===== src/rtl/seq_shift_add_multiplier.sv =====
// Sequential shift-add multiplier: one multiplier bit per cycle, early exit when the remaining bits are zero.
// Optional signed operands are enabled by defining SIGNED_MODE_EN, which adds the signed_op port.
module seq_shift_add_multiplier #(
    parameter int WIDTH = 8
) (
    input  logic                 clk,
    input  logic                 rst_n,
    input  logic                 start,
    input  logic [WIDTH-1:0]     a,
    input  logic [WIDTH-1:0]     b,
`ifdef SIGNED_MODE_EN
    input  logic                 signed_op,
`endif
    output logic                 busy,
    output logic                 done,
    output logic [2*WIDTH-1:0]   product
);

    typedef enum logic [1:0] {S_IDLE, S_LOAD, S_CALC, S_DONE} state_t;

    state_t               state_q;
    logic [WIDTH-1:0]     a_q, b_q;
    logic [2*WIDTH-1:0]   mcand_q;
    logic [WIDTH-1:0]     mreg_q;
    logic [2*WIDTH-1:0]   acc_q;
    logic [2*WIDTH-1:0]   product_q;

    logic [WIDTH-1:0]     a_mag_d, b_mag_d;
    logic [2*WIDTH-1:0]   acc_d;
    logic [2*WIDTH-1:0]   product_d;

`ifdef SIGNED_MODE_EN
    logic sop_q;
    logic neg_q;

    // Negating the most negative value wraps to 2^(WIDTH-1), which is the correct magnitude unsigned.
    always_comb begin
        a_mag_d = (sop_q && a_q[WIDTH-1]) ? (~a_q + 1'b1) : a_q;
        b_mag_d = (sop_q && b_q[WIDTH-1]) ? (~b_q + 1'b1) : b_q;
        product_d = neg_q ? (~acc_q + 1'b1) : acc_q;
    end
`else
    always_comb begin
        a_mag_d   = a_q;
        b_mag_d   = b_q;
        product_d = acc_q;
    end
`endif

    assign acc_d = mreg_q[0] ? (acc_q + mcand_q) : acc_q;

    always_ff @(posedge clk or negedge rst_n) begin
        if (!rst_n) begin
            state_q   <= S_IDLE;
            a_q       <= '0;
            b_q       <= '0;
            mcand_q   <= '0;
            mreg_q    <= '0;
            acc_q     <= '0;
            product_q <= '0;
`ifdef SIGNED_MODE_EN
            sop_q     <= 1'b0;
            neg_q     <= 1'b0;
`endif
        end else begin
            case (state_q)
                S_IDLE: begin
                    if (start) begin
                        a_q     <= a;
                        b_q     <= b;
`ifdef SIGNED_MODE_EN
                        sop_q   <= signed_op;
`endif
                        state_q <= S_LOAD;
                    end
                end
                S_LOAD: begin
                    mcand_q <= {{WIDTH{1'b0}}, a_mag_d};
                    mreg_q  <= b_mag_d;
                    acc_q   <= '0;
`ifdef SIGNED_MODE_EN
                    neg_q   <= sop_q & (a_q[WIDTH-1] ^ b_q[WIDTH-1]);
`endif
                    state_q <= S_CALC;
                end
                S_CALC: begin
                    // Exit as soon as no multiplier bits remain; acc already holds the result.
                    if (mreg_q == '0) begin
                        product_q <= product_d;
                        state_q   <= S_DONE;
                    end else begin
                        acc_q   <= acc_d;
                        mcand_q <= mcand_q << 1;
                        mreg_q  <= mreg_q >> 1;
                    end
                end
                S_DONE: state_q <= S_IDLE;
                default: state_q <= S_IDLE;
            endcase
        end
    end

    assign busy    = (state_q == S_LOAD) || (state_q == S_CALC);
    assign done    = (state_q == S_DONE);
    assign product = product_q;

endmodule


===== config.mk =====
export PLATFORM = sky130hd
export DESIGN_NAME = seq_shift_add_multiplier
export DESIGN_NICKNAME = d
export VERILOG_FILES = /design/src/rtl/seq_shift_add_multiplier.sv
export SDC_FILE = /design/constraint.sdc
export NUM_CORES = 1
export LEC_CHECK = 0
export CORE_MARGIN = 10
export CORE_UTILIZATION = 55
export DETAILED_ROUTE_END_ITERATION = 12
export HOLD_SLACK_MARGIN = 0.1
export PLACE_DENSITY = 0.84
export SYNTH_ARGS = -nofsm -noshare
export SYNTH_HDL_FRONTEND = slang
export SYNTH_SLANG_ARGS = --single-unit

===== constraint.sdc =====
create_clock -name clk -period 2.7 [get_ports clk]
set_input_delay 0.405 -clock clk [delete_from_list [all_inputs] [get_ports clk]]
set_output_delay 0.405 -clock clk [all_outputs]
set_load 0.1 [all_outputs]

Word level (Yosys, flattened, before mapping)
Index checks and enable logic that the tools add are counted.
- logic and storage cells: 34
- latch bits: 0
- bits in read-only memories: 0
- bits of input ports: 19
- memories kept: 0
- RAM bits: 0
- flip-flop bits (word level): 74
- bitwise operators: 0
- div/mod/pow operators: 0
- shifts and indexed selects: 0
- equality and inequality tests: 7
- multiply operators: 0
- add/subtract/negate cells: 1
- multiplexer cells: 10
- reduce and logical (&&, ||, !) cells: 9
- order comparisons: 0
- operator list (kind ; number):
    $pmux 16 s2 ; 2
    $mux 16 ; 3
    $add 16x16->16 ; 1
    $pmux 8 s2 ; 1
    $logic_not 8->1 ; 1
    $mux 8 ; 1
    $ne 2x2->1 const B ; 4
    $pmux 2 s4 ; 1
    $reduce_and 2->1 ; 4
    $eq 2x2->1 const B ; 2
    $mux 2 ; 2
    $reduce_and 3->1 ; 1
    $eq 2x1->1 const B ; 1
    $logic_not 2->1 ; 1
    $reduce_bool 2->1 ; 1
    $logic_or 1x1->1 ; 1

Longest topological paths before layout
- depth in word-level cells: 4
- depth in mapped cells: 9

Worst setup path after synthesis
No wires, ideal clock.
- kind: register -> register
- from: register mcand_q[0]
- to: register acc_q[14]
- arrival: 2.139 ns
- data required time: 2.574 ns
- path slack: 0.435 ns
- library setup time: 0.126 ns
- path buffers: 0
- stages on the path, launching flop included: 10
- clock period less this slack: 2.265 ns
- cell sequence: dfrtp_1 -> ha_1 -> inv_1 -> fa_1 -> nand2b_1 -> a21oi_2 -> o31ai_2 -> a31o_1 -> o2111a_1 -> a221o_1
- longest elaborated chain between the ends: 4
- RTL lines (what ; line ; text):
    from (decl) ; 23 ; logic [2*WIDTH-1:0] mcand_q;
    from (signal assigned) ; 78 ; mcand_q <= {{WIDTH{1'b0}}, a_mag_d};
    from (signal assigned) ; 93 ; mcand_q <= mcand_q << 1;
    $add 16x16->16 ; 50 ; assign acc_d = mreg_q[0] ? (acc_q + mcand_q) : acc_q;
    $mux 16 ; 50 ;
    $mux 16 ; 88 ; if (mreg_q == '0) begin
    $pmux 16 s2 ; 66 ; case (state_q)
    to (signal assigned) ; 59 ; acc_q <= '0;
    to (signal assigned) ; 80 ; acc_q <= '0;
    to (signal assigned) ; 92 ; acc_q <= acc_d;
    to (decl) ; 25 ; logic [2*WIDTH-1:0] acc_q;
Every way passes these cells. The select of a mux whose other input is x is not followed.
A chain may end at the register's enable or synchronous reset.

Final worst setup path
Ends and elaborated chain as after synthesis.

==> run summary <==
The first detailed-routing pass took 4 iterations. Along the worst path, the maximum fanout reaches 4. The netlist area before placement was 0.00368 mm²; the setup skew after layout was 0.00546 ns. The total power density per cell area works out to 1120 mW/mm². The via density per instance was 5.73. Data on the critical path arrives at its endpoint at 2.68 ns.

The mean routed wirelength per cell was 16.1 µm; the post-route fraction of the period consumed by the critical path was 0.911. The number of enable-type register cells in the synthesized netlist works out to 0. Across the whole layout, storage elements account for 0.00185 mm². The proportion of register bits with asynchronous set or reset after synthesis was 1.00. The critical path in this run is classified as register to register. The logs give 0 for the number of antenna violations at the first check in global routing and 9 for the number of clock buffers inserted by TritonCTS.

The placement row count came out at 29. The overall global routing resource usage was 0.149; the actual slew at the worst max-slew pin was 0.686 ns. After routing, the total negative slack on setup checks comes to 0 ns. The worst setup path is launched from a register. The logs give 12300 µm for the global-route wire length before repair and 0 for the post-route antenna net violation count. At the end of the flow, the number of nets in the layout was 408. The count of pins on the block boundary was 37. Worst slew slack as a fraction of its limit: 0.543. The endpoint class of the critical path is a register. By instance count, the leading cell after synthesis is dfrtp_1. After detailed routing, the number of remaining DRC violations is 0.

In this run, post-CTS hold repair placed 0 buffers. Via count of the first global-routing pass: 2544. For the count of yosys warnings during synthesis, the log shows 0. By count the netlist is led by dfrtp_1, nand2_1, mux2_2. The logs give 49 for the unique cell type count in the Yosys netlist and 0 for the final number of setup-violating endpoints. The proportion of netlist area held by the largest area contributor was 0.503. Counting the fill cells in the layout gives 498. The clock drives 74 sinks. In this run, synthesis produced a sequential element count of 74. Wires add up to 7180 µm. The clock tree synthesis step divided the H-tree into 3 levels. The cell sitting at the root of the clock tree is a clkbuf_8. The largest total area in the synthesized netlist belongs to dfrtp_1. For this design the static power due to leakage is 1.96 nW.

By area the synthesized netlist is led by dfrtp_1, mux2_2, ha_1, nand2_1, mux2i_1. After floorplanning, the core was sized to cover 0.00642 mm². The share of cells above drive strength 1 works out to 0.195. After the first detailed-routing iteration, the DRC count stood at 125. In this run the tool buffered the top-level ports with 36 buffer cells. For this run, the top clock speed supported by timing is 407 MHz. The worst min-delay path class was input pin to asynchronous set/reset pin. After layout, the design draws a total of 0.00476 W.

The run gives 0 as the hold violation total from the final report. The run finished with clean final reports. Relative to the synthesized area, the layout overhead comes to 15.4%. After global routing the overflow that remains totals 0. Among all flip-flop cells after synthesis, the most frequent one is dfrtp_1.

The clock edge transition at the registers on the reported setup and hold paths works out to 0.07 ns. The placer congestion estimate was 0.874. TritonCTS built the clock tree. The run gives 0.662 as the core utilization of the finished layout.

The worst-case IR drop observed on VDD is 0.773 mV. Counting every instance in the synthesized netlist gives 327. The multi-input combinational cells in the finished layout cover a total of 0.00175 mm².

The shortest period the worst path allows is 2.46 ns, and the die area is 0.0104 mm². The proportion of synthesized chip area in sequential cells came out at 0.503. For the starting density of the core, the log shows 0.574. The number of nets in the synthesized netlist is 367. The max-capacitance violation count was 0; the deepest clock path buffer count was 2. In this run, post-CTS repair resized a total of 0 instances.

The die extent in y works out to 102 µm. The routed layout has 2563 vias. The average instance in the mapped netlist occupies 11.3 µm².

For the detailed-placement wirelength estimate, the log shows 5380 µm. The max-slew violation count is 0, and the required time of the critical path is 2.93 ns. Setup repair after global routing left no endpoint under its margin. The later pin in the worst-skew pair is clocked with a latency of 0.34 ns. Entering global routing, the biggest net connects 46 pins. The number of antenna diodes in the final layout is 0. Post-CTS timing repair inserted 0 buffers for setup. The floorplan step set the die width to 102 µm.
[flip-flops by register name, indices dropped and copies added, names as in the netlist]
register	count
b_mag_d	8
mcand_q	16
product	16
a_mag_d	8
mreg_q	8
acc_q	16
state_q	2
[where the power goes]
group | switching [W] | total (W) | internal, W | leakage [nW]
clock network | 0.000361 | 0.000730 | 0.000370 | 0.0815
registers | 0.000262 | 0.00174 | 0.00148 | 0.965
logic | 0.00148 | 0.00228 | 0.000803 | 0.909
total | 0.00210 | 0.00476 | 0.00265 | 1.96
[worst max-delay path, stage by stage, from the launching register on]
cell and delay [ns]:
dfrtp_1 0.37, ha_1 0.21, inv_1 0.07, fa_1 0.39
nand2b_1 0.21, a21oi_2 0.24, o31ai_2 0.10, a31o_1 0.24
o2111a_1 0.25, a221o_1 0.26
[final timing paths]
kind / start / to / slack (ns) / cells after the start
max: mcand_q[0] / acc_q[14] / 0.24 / 9
min reg2reg: product[7] / product[7] / 0.49 / 1
max reg2reg: mcand_q[0] / acc_q[14] / 0.24 / 9
max in group asynchronous: rst_n / mcand_q[7] / 1.94 / 2
min: rst_n / acc_q[11] / 0.1 / 1
min in group clk: product[7] / product[7] / 0.49 / 1
[area by class of cell]
type,count,share of cell area
well taps,77,0.0227
clock buffers,13,0.0374
multi-input cells,232,0.411
flip-flops and latches,74,0.436
repair buffers,41,0.0848
inverters,10,0.00883
[per-layer routing]
layer / GRT usage / wire, µm / vias up
li1: - / - / 1256
met1: 0.183 / 3120 / 1238
met2: 0.241 / 3530 / 60
met3: 0.0412 / 399 / 9
met4: 0.0694 / 130 / 0
met5: 0 / 0 / -
[stage by stage]
stage	hold WS, ns	cells	worst slack [ns]	area, µm²
floorplan	0.109	327	0.435	3680
detailed placement	0.480	434	0.277	4090
CTS	0.106	447	0.265	4250
finish	0.0995	447	0.241	4250
global route	0.142	447	0.0909	4250
global placement	0.472	434	0.347	4090
[cell usage in the layout (no fill, tap or decap), types with 2 or more instances in the layout]
| master | count |
|---|---|
| nor2b_1 | 3 |
| a32o_1 | 3 |
| clkdlybuf4s50_1 | 17 |
| nand2b_1 | 4 |
| dfrtp_1 | 74 |
| a21oi_2 | 2 |
| o21bai_1 | 2 |
| mux2i_1 | 14 |
| a211oi_1 | 2 |
| a22o_1 | 10 |
| nor3_1 | 3 |
| nor2_1 | 14 |
| o21a_1 | 2 |
| ha_1 | 20 |
| clkbuf_8 | 11 |
| buf_4 | 22 |
| nand3_2 | 2 |
| o21ai_0 | 23 |
| o21ai_1 | 11 |
| mux2_2 | 24 |
| nand4_1 | 3 |
| xnor2_1 | 7 |
| a21oi_1 | 9 |
| nand3_1 | 2 |
| inv_1 | 10 |
| nor4_2 | 3 |
| nand2_1 | 41 |
| mux2_1 | 7 |
| clkbuf_1 | 2 |
[cell families after synthesis]
kind of cell	Yosys count	synth area share
multiplexers	45	0.133
AND/OR/NAND/NOR	80	0.105
buffers and inverters	21	0.0234
flip-flops	74	0.503
adder cells (fa/ha/maj)	21	0.0734
XOR/XNOR	8	0.0190
AO/OA/AOI/OAI	78	0.143
No activity file was read; power rests on OpenSTA's default activity.
